## config.mk

```make
export PLATFORM = sky130hd
export DESIGN_NAME = barrel_shift_reg
export DESIGN_NICKNAME = d
export VERILOG_FILES = /design/src/rtl/barrel_shift_reg.sv
export SDC_FILE = /design/constraint.sdc
export NUM_CORES = 1
export LEC_CHECK = 0
export BUFFER_PORTS_ARGS = -buffer_cell sky130_fd_sc_hd__clkbuf_2
export CAP_MARGIN = 20
export CORE_AREA = 2 2 39 41
export DETAILED_ROUTE_END_ITERATION = 8
export DIE_AREA = 0 0 41 43
export GPL_ROUTABILITY_DRIVEN = 0
export SKIP_LAST_GASP = 1
export SYNTH_ARGS = -nofsm -noshare
export SYNTH_HDL_FRONTEND = slang
export SYNTH_SLANG_ARGS = --single-unit
```

## constraint.sdc

```tcl
create_clock -name clk -period 1.3 [get_ports clk]
set_input_delay 0.26 -clock clk [delete_from_list [all_inputs] [get_ports clk]]
set_output_delay 0.26 -clock clk [all_outputs]
set_load 0.02 [all_outputs]
```

## src/rtl/barrel_shift_reg.sv

```systemverilog
// Registered barrel shifter: rotate, logical or arithmetic shift in either
// direction, built from log2(WIDTH) mux stages and captured on en.
module barrel_shift_reg #(
  parameter int WIDTH   = 4,
  parameter int SHIFT_W = $clog2(WIDTH)
) (
  input  logic               clk,
  input  logic               rst_n,
  input  logic               en,
  input  logic [WIDTH-1:0]   data_in,
  input  logic [SHIFT_W-1:0] shift,
  input  logic               dire,
  input  logic [1:0]         mode,
  output logic [WIDTH-1:0]   data_out,
  output logic               out_valid
);

  typedef logic [WIDTH-1:0] word_t;

  logic  rotate_s;
  logic  arith_s;
  logic  fill_s;
  word_t result_s;

  // One mux stage: move every bit by step positions when sel is set.
  // Bits wrapping past either end come from the other end on rotate,
  // otherwise they take the fill value.
  function automatic word_t shift_stage(
    input word_t cur,
    input int    step,
    input logic  sel,
    input logic  right,
    input logic  rotate,
    input logic  fill
  );
    word_t nxt;
    nxt = cur;
    for (int i = 0; i < WIDTH; i++) begin
      if (!sel) begin
        nxt[i] = cur[i];
      end else if (right) begin
        if (rotate || ((i + step) < WIDTH)) begin
          nxt[i] = cur[(i + step) % WIDTH];
        end else begin
          nxt[i] = fill;
        end
      end else begin
        if (rotate || (i >= step)) begin
          nxt[i] = cur[(i - step + WIDTH) % WIDTH];
        end else begin
          nxt[i] = fill;
        end
      end
    end
    return nxt;
  endfunction

  // Decode the operating mode and choose the fill bit for vacated positions.
  always_comb begin
    rotate_s = 1'b0;
    arith_s  = 1'b0;
    case (mode)
      2'b00:   rotate_s = 1'b1;
      2'b01:   rotate_s = 1'b0;
      2'b10:   arith_s  = 1'b1;
      2'b11:   rotate_s = 1'b1;
      default: rotate_s = 1'b1;
    endcase
    // Sign fill only applies to right shifts; arithmetic left is logical left.
    if (arith_s && dire) begin
      fill_s = data_in[WIDTH-1];
    end else begin
      fill_s = 1'b0;
    end
  end

  // Cascade of stages: stage k conditionally shifts by 2^k.
  always_comb begin
    word_t acc;
    acc = data_in;
    for (int k = 0; k < SHIFT_W; k++) begin
      acc = shift_stage(acc, 1 << k, shift[k], dire, rotate_s, fill_s);
    end
    result_s = acc;
  end

  // Output register: capture on en, otherwise hold data and drop valid.
  always_ff @(posedge clk or negedge rst_n) begin
    if (!rst_n) begin
      data_out  <= '0;
      out_valid <= 1'b0;
    end else if (en) begin
      data_out  <= result_s;
      out_valid <= 1'b1;
    end else begin
      data_out  <= data_out;
      out_valid <= 1'b0;
    end
  end

endmodule

```

==> results by group, run 1 <==
Global route
  • First-pass GRT wire length: roughly 1.5 mm
  • Pin count of the biggest net entering global routing: 16
  • Number of global-route vias before repair: approximately 360
  • Grt ovf: 0
  • Initial antenna violation count: 0
  • GRT Total Usage: 12.0%

Placed design
  • IO buf count: 16
  • Hpwl dp: 756 um
  • Area after DPL: 495 um2
  • Dpl ws: -108 ps

Synthesis
  • Async SR Flop Fraction: 100%
  • Count of cell types in the netlist: 24
  • Synth Flop Type: dfrtp_1
  • FF+latch count, synth: 5
  • Instance count of the mapped netlist: 50
  • Synth Net Count: 63
  • Syn avg cell area: 7.98 um2
  • Yosys warning count: 0
  • Seq/Total Area, Yosys: 31.3%
  • EDFF count, synth: 0
  • Synthesized area: 399 um2

Timing
  • Final Cycle Share: 89.9%
  • Period minus WS final: 1170 ps
  • Final worst slack: between 100 and 150 ps
  • Max Slew Vio Count: 0
  • RSZ-0062 raised after global routing: no
  • Fin Setup TNS: 0 ps
  • Worst slew margin: between 80% and 90%
  • Slew @ Worst Pin: 270 ps
  • Max Clock Skew: 0 ps
  • Max Freq: 0.856 GHz
  • Hold Vio Cnt, Final: 0
  • Setup violators final: 0

Clocking
  • Cts bufs inserted: 3
  • CTS H-tree depth: 1
  • Clock Root Buffer: clkbuf_4
  • Sink Count: 5
  • Deepest clock path buffer count: 2
  • CTS tree: done
  • Post-CTS Setup Inserts: 0
  • Post_cts resized: 0
  • Hold-fix buffers, CTS: 1
  • Worst-path clk slew: roughly 40 ps
  • Clock Latency Late Sink: approximately 230 ps

Pwr
  • Cell Pwr Density: approximately 990 nW/um2
  • Peak VDD IR: 204 uV
  • Power Total: around 0.00053 W
  • Leak: 0.264 nW

Floorplan
  • Initial core utilization: 28.8%
  • Core area: 1380 um2
  • Placement Rows: 14
  • Die H: 43 um
  • Io pins: 17
  • Chip Width: 41 um
  • Full die area: 1760 um2

Drt
  • Vias/cell: 4.79
  • Routed len/inst: 10.6 um
  • # DRC: 0
  • Met3 WL: roughly 43 um
  • First DRT Iteration DRCs: 6
  • Max layer used: met3
  • Length of the first detailed-routing pass in iterations: 4
  • Post-route ant nets: 0
  • WL met2: 460 um
  • Vias: ~420
  • DRT met1 WL: between 400 and 500 um
  • Drt total wl: 919 um

Finish
  • P&R area growth vs syn: 33.2%
  • Nets@finish: 85
  • N_diodes: 0
  • Reg area: 125 um2
  • Post-route design area: 532 um2
  • Layout cells sized above 1: 31.0%
  • Multi-input gate area: approximately 240 um2
  • Fillers: 149

Critical path
  • CP Cell Sequence: clkbuf_2 -> inv_1 -> ha_1 -> o2111ai_1 -> o221ai_1 -> o221ai_1
  • Arrival time at the worst endpoint: ~1300 ps
  • R2r setup slk: around 530 ps
  • Critical path class: input pin to register
  • Capture point of the worst reg-to-reg path: data_out[0]
  • Worst r2r path cells: 2
  • Crit start category: input pin
  • Crit end category: register
  • Worst path bufs/invs: 2
  • Crit-path max cell delay: 370 ps
  • CP Max Fanout: 7
  • Most frequent CP cell: o221ai_1
  • RR Startpoint: data_out[0]
  • Slowest cell on crit path: ha_1
  • Cell family with most CP delay: compound AO/OA/AOI/OAI gates
  • Required time of the worst setup path: 1450 ps

Hold path
  • Hold depth: 1
  • Hold Crit Class: input pin to register
  • Worst Hold End: out_valid
  • Hold path start: en

Run status
  • Status: complete, no violations

Job
  • Max Cap Violations: 0
## metrics by stage
stage | util (%) | hold WS, ps | cells
2_1_floorplan | - | -35.6 | 50
3_3_place_gp | 35.8 | 76.8 | 82
3_5_place_dp | 35.8 | 80.4 | 82
4_1_cts | 38.4 | 203 | 87
5_1_grt | 38.4 | 206 | 87
6_report | 38.4 | 206 | 87
## cell usage in the layout (no fill, tap or decap), types with 2 or more instances in the layout
| master | instances |
|---|---|
| nand2b_1 | 3 |
| a31oi_1 | 2 |
| nand2_1 | 8 |
| inv_1 | 5 |
| clkbuf_2 | 16 |
| o211ai_1 | 2 |
| o21ai_1 | 2 |
| dfrtp_1 | 5 |
| nor2_1 | 4 |
| buf_4 | 2 |
| clkbuf_4 | 3 |
| o221ai_1 | 2 |
| mux2i_1 | 2 |
| a21oi_1 | 2 |
## logic make-up after synthesis
| group | count (synthesis) | synth area share (%) |
|---|---|---|
| multiplexers | 2 | 5.02 |
| buffers and inverters | 7 | 9.41 |
| adder cells (fa/ha/maj) | 1 | 3.13 |
| AO/OA/AOI/OAI | 18 | 32.0 |
| flip-flops | 5 | 31.3 |
| AND/OR/NAND/NOR | 17 | 19.1 |
## final cells by class
type                            instances  share of cell area, %
Multi-Input combinational cell         38                   44.5
Sequential cell                         5                   23.5
Timing Repair Buffer                   19                   19.8
Clock buffer                            4                   4.94
Tap cell                               16                   3.76
Inverter                                5                   3.53
## power breakdown
part / leakage, nW / total [W] / switching, W / internal (W)
registers: 0.0609 / 0.000185 / 0.00000992 / 0.000175
clock network: 0.0150 / 0.000175 / 0.0000594 / 0.000116
logic: 0.188 / 0.000167 / 0.0000966 / 0.0000700
## cell usage after synthesis, types with 2 or more instances
library cell,number,share of area (%)
nand2_1,8,7.5
dfrtp_1,5,31
inv_1,5,4.7
nor2_1,4,3.8
nand2b_1,3,4.7
a21oi_1,2,2.5
a31oi_1,2,3.1
mux2i_1,2,5.0
o211ai_1,2,3.8
o21ai_1,2,2.5
o221ai_1,2,4.4
## worst max-delay path by stage
stage                              to  startpoint  slack, ps  depth (start not counted)
after floorplan           data_out[3]     mode[0]         70                          5
after global placement    data_out[0]     mode[0]        -80                          6
after detailed placement  data_out[3]     mode[0]       -110                          6
after CTS                 data_out[3]     mode[0]        140                          6
after global routing      data_out[3]     mode[0]         80                          6
final                     data_out[3]     mode[0]        130                          6
## routing by layer
metal | track usage (%) | vias up
met5 | 0 | -
met4 | 6.00 | 0
met3 | 1.57 | 0
met2 | 19.4 | 10
met1 | 14.6 | 183
li1 | - | 224
## worst reg2reg max path, stage by stage, from the launching register on
cell     delay [ps]
dfrtp_1         370
a22oi_1         180
o31ai_1          90
## flip-flops by register name (all words and copies together) (netlist names)
signal / count
data_out: 4
out_valid: 1
Note: power is estimated with default switching activity, not from simulation.
==> run 2, diff against run 1 <==
Settings changed: GPL_TIMING_DRIVEN from default to 0, PLACE_DENSITY from default to 0.62.
==> run 2 against run 1 <==
Cell area is 0.71% higher. Power rose by 0.30%. Hold slack got worse by 7.4 ps. First-iteration DRC count increased by 17%. Critical path type unchanged. Clock-buffer cell count is the same. Clock power up 3%. Clock skew stayed put. Sequential power barely moved.
==> results by group, run 2 (synthesis results as in run 1) <==
Global route
  • Number of global-route vias before repair: 329 (-8.1%)
  • Pin count of the biggest net entering global routing: 11 (-5)
  • GRT Total Usage: 10.4% (-1.6 points)
  • First-pass GRT wire length: 1.26 mm (-15%)
  • Grt ovf: 0 (unchanged)
  • Met1 Usage GRT: 12.1% (-2.5 points)
  • Most crowded layer after global routing: met2
  • Initial antenna violation count: 0 (unchanged)
  • Met3 Use GR: 1.57% (unchanged)
  • Met2 GRT Util: 15.9% (-3.4 points)

Clocking
  • Clock Root Buffer: clkbuf_4
  • CTS H-tree depth: 1 (unchanged)
  • Worst-path clk slew: 40 ps (about the same)
  • Cts bufs inserted: 3 (unchanged)
  • Clock Latency Late Sink: 240 ps (about the same)
  • Post_cts resized: 0 (unchanged)
  • Deepest clock path buffer count: 2 (unchanged)
  • Sink Count: 5 (unchanged)
  • CTS tree: done

Floorplan
  • Placement Rows: 14 (unchanged)
  • Initial core utilization: 28.8% (unchanged)
  • Core area: 1380 um2 (unchanged)
  • Full die area: 1760 um2 (unchanged)
  • Io pins: 17 (unchanged)
  • Die H: 43 um (unchanged)
  • Chip Width: 41 um (unchanged)

Finish
  • N_diodes: 0 (unchanged)
  • Layout cells sized above 1: 31.0% (unchanged)
  • Reg area: 125 um2 (unchanged)
  • Largest registers: data_out: 4 flops, out_valid: 1 flops
  • Nets@finish: 85 (unchanged)
  • Most common cell after layout, fill and taps aside: clkbuf_2
  • Max reg flops: 4 (unchanged)
  • Final Non-Filler Cells: 87 (unchanged)
  • Multi-input gate area: 236 um2 (unchanged)
  • P&R area growth vs syn: 34.2%
  • Final core utilization: 38.7% (+0.27 points)
  • Fillers: 158 (+6.0%)
  • Reg with most FFs: data_out
  • Most frequent cells in the layout: clkbuf_2 (16), nand2_1 (8), inv_1 (5), dfrtp_1 (5), nor2_1 (4)

Timing
  • Setup violators final: 0 (unchanged)
  • Slew @ Worst Pin: 306 ps (+36.3 ps)
  • RSZ-0062 raised after global routing: no
  • Period minus WS final: 1190 ps (+19.1 ps)
  • Max Slew Vio Count: 0 (unchanged)
  • Fin Setup TNS: 0 ps (unchanged)
  • Worst slew margin: 79.6% (-2.3 points)
  • Max Freq: 0.842 GHz (-1.6%)
  • Hold Vio Cnt, Final: 0 (unchanged)
  • Final Cycle Share: 91.3% (+1.5 points)
  • Max Clock Skew: 0 ps (unchanged)

Drt
  • First DRT Iteration DRCs: 7 (+1)
  • Vias/cell: 4.87 (+1.7%)
  • Length of the first detailed-routing pass in iterations: 4 (unchanged)
  • Vias: 424 (+1.7%)
  • Drt total wl: 865 um (-5.9%)
  • # DRC: 0 (unchanged)
  • Routed len/inst: 9.94 um (-5.9%)
  • Post-route ant nets: 0 (unchanged)

Placed design
  • Cell count after placement: 82 (unchanged)
  • IO buf count: 16 (unchanged)

Pwr
  • Power Total: 0.000529 W (+0.30%)
  • Peak VDD IR: 236 uV (+16%)
  • Leak: 0.265 nW (+0.47%)
  • Cell Pwr Density: 988 nW/um2 (-0.40%)

Job
  • Max Cap Violations: 0 (unchanged)

Critical path
  • Required time of the worst setup path: 1450 ps (about the same)
  • Arrival time at the worst endpoint: 1340 ps (+20 ps)
  • Crit end category: register
  • Critical path class: input pin to register
  • CP Max Fanout: 7 (unchanged)
  • Crit start category: input pin

Run status
  • Status: complete, no violations

Hold path
  • Hold Crit Class: input pin to register
==> run 2: cell count changes in the layout (fill, tap and decap cells not counted) <==
| cell | before | now |
|---|---|---|
| buf_4 | 2 | 1 |
| buf_6 | 0 | 1 |
==> run 2: layout make-up <==
class	instances	share of cell area, %
Tap cell	16	3.74
Multi-Input combinational cell	38	44.2
Inverter	5	3.50
Clock buffer	4	4.91
Timing Repair Buffer	17	16.8
Buffer	2	3.50
Sequential cell	5	23.4
==> run 2: timing repair <==
item	CTS	global route
hold buffers	1	0
hold endpoints to repair	5	0
setup endpoints to repair	0	0
setup buffers	0	0
==> run 2: worst max-delay path: stages <==
cell,delay [ps]
clkbuf_2,70
inv_1,30
ha_1,370
o2111ai_1,220
o221ai_1,190
o221ai_1,190
==> run 2: layer usage <==
metal | share of wire (%) | up-vias
met5 | 0 | -
met4 | 0 | 0
met3 | 8.3 | 0
met2 | 46 | 22
met1 | 45 | 180
li1 | - | 222
==> run 2: final timing paths <==
check                                    to   startpoint  slack [ps]  cells past startpoint
worst max-delay path            data_out[3]      mode[0]         110                      6
worst min-delay path              out_valid           en         200                      1
worst max register to register  data_out[0]  data_out[0]         500                      2
worst min register to register  data_out[1]  data_out[1]         490                      2
max in group asynchronous         out_valid        rst_n         800                      2
min in group asynchronous       data_out[1]        rst_n         370                      2
==> run 2: stage by stage <==
step / setup slack [ps] / instance area, um2 / hold WS (ps)
2_1_floorplan: 70.1 / 399 / -35.6
3_3_place_gp: -120 / 499 / 76.1
3_5_place_dp: -135 / 499 / 82.3
4_1_cts: 110 / 536 / 197
5_1_grt: 55.8 / 536 / 198
6_report: 113 / 536 / 199
==> run 2: where the power goes <==
group	switching, W	total (W)	internal (W)	leakage, nW
Clock	0.0000641	0.000180	0.000116	0.0150
Combinational	0.0000955	0.000163	0.0000679	0.190
Sequential	0.00000992	0.000185	0.000175	0.0609
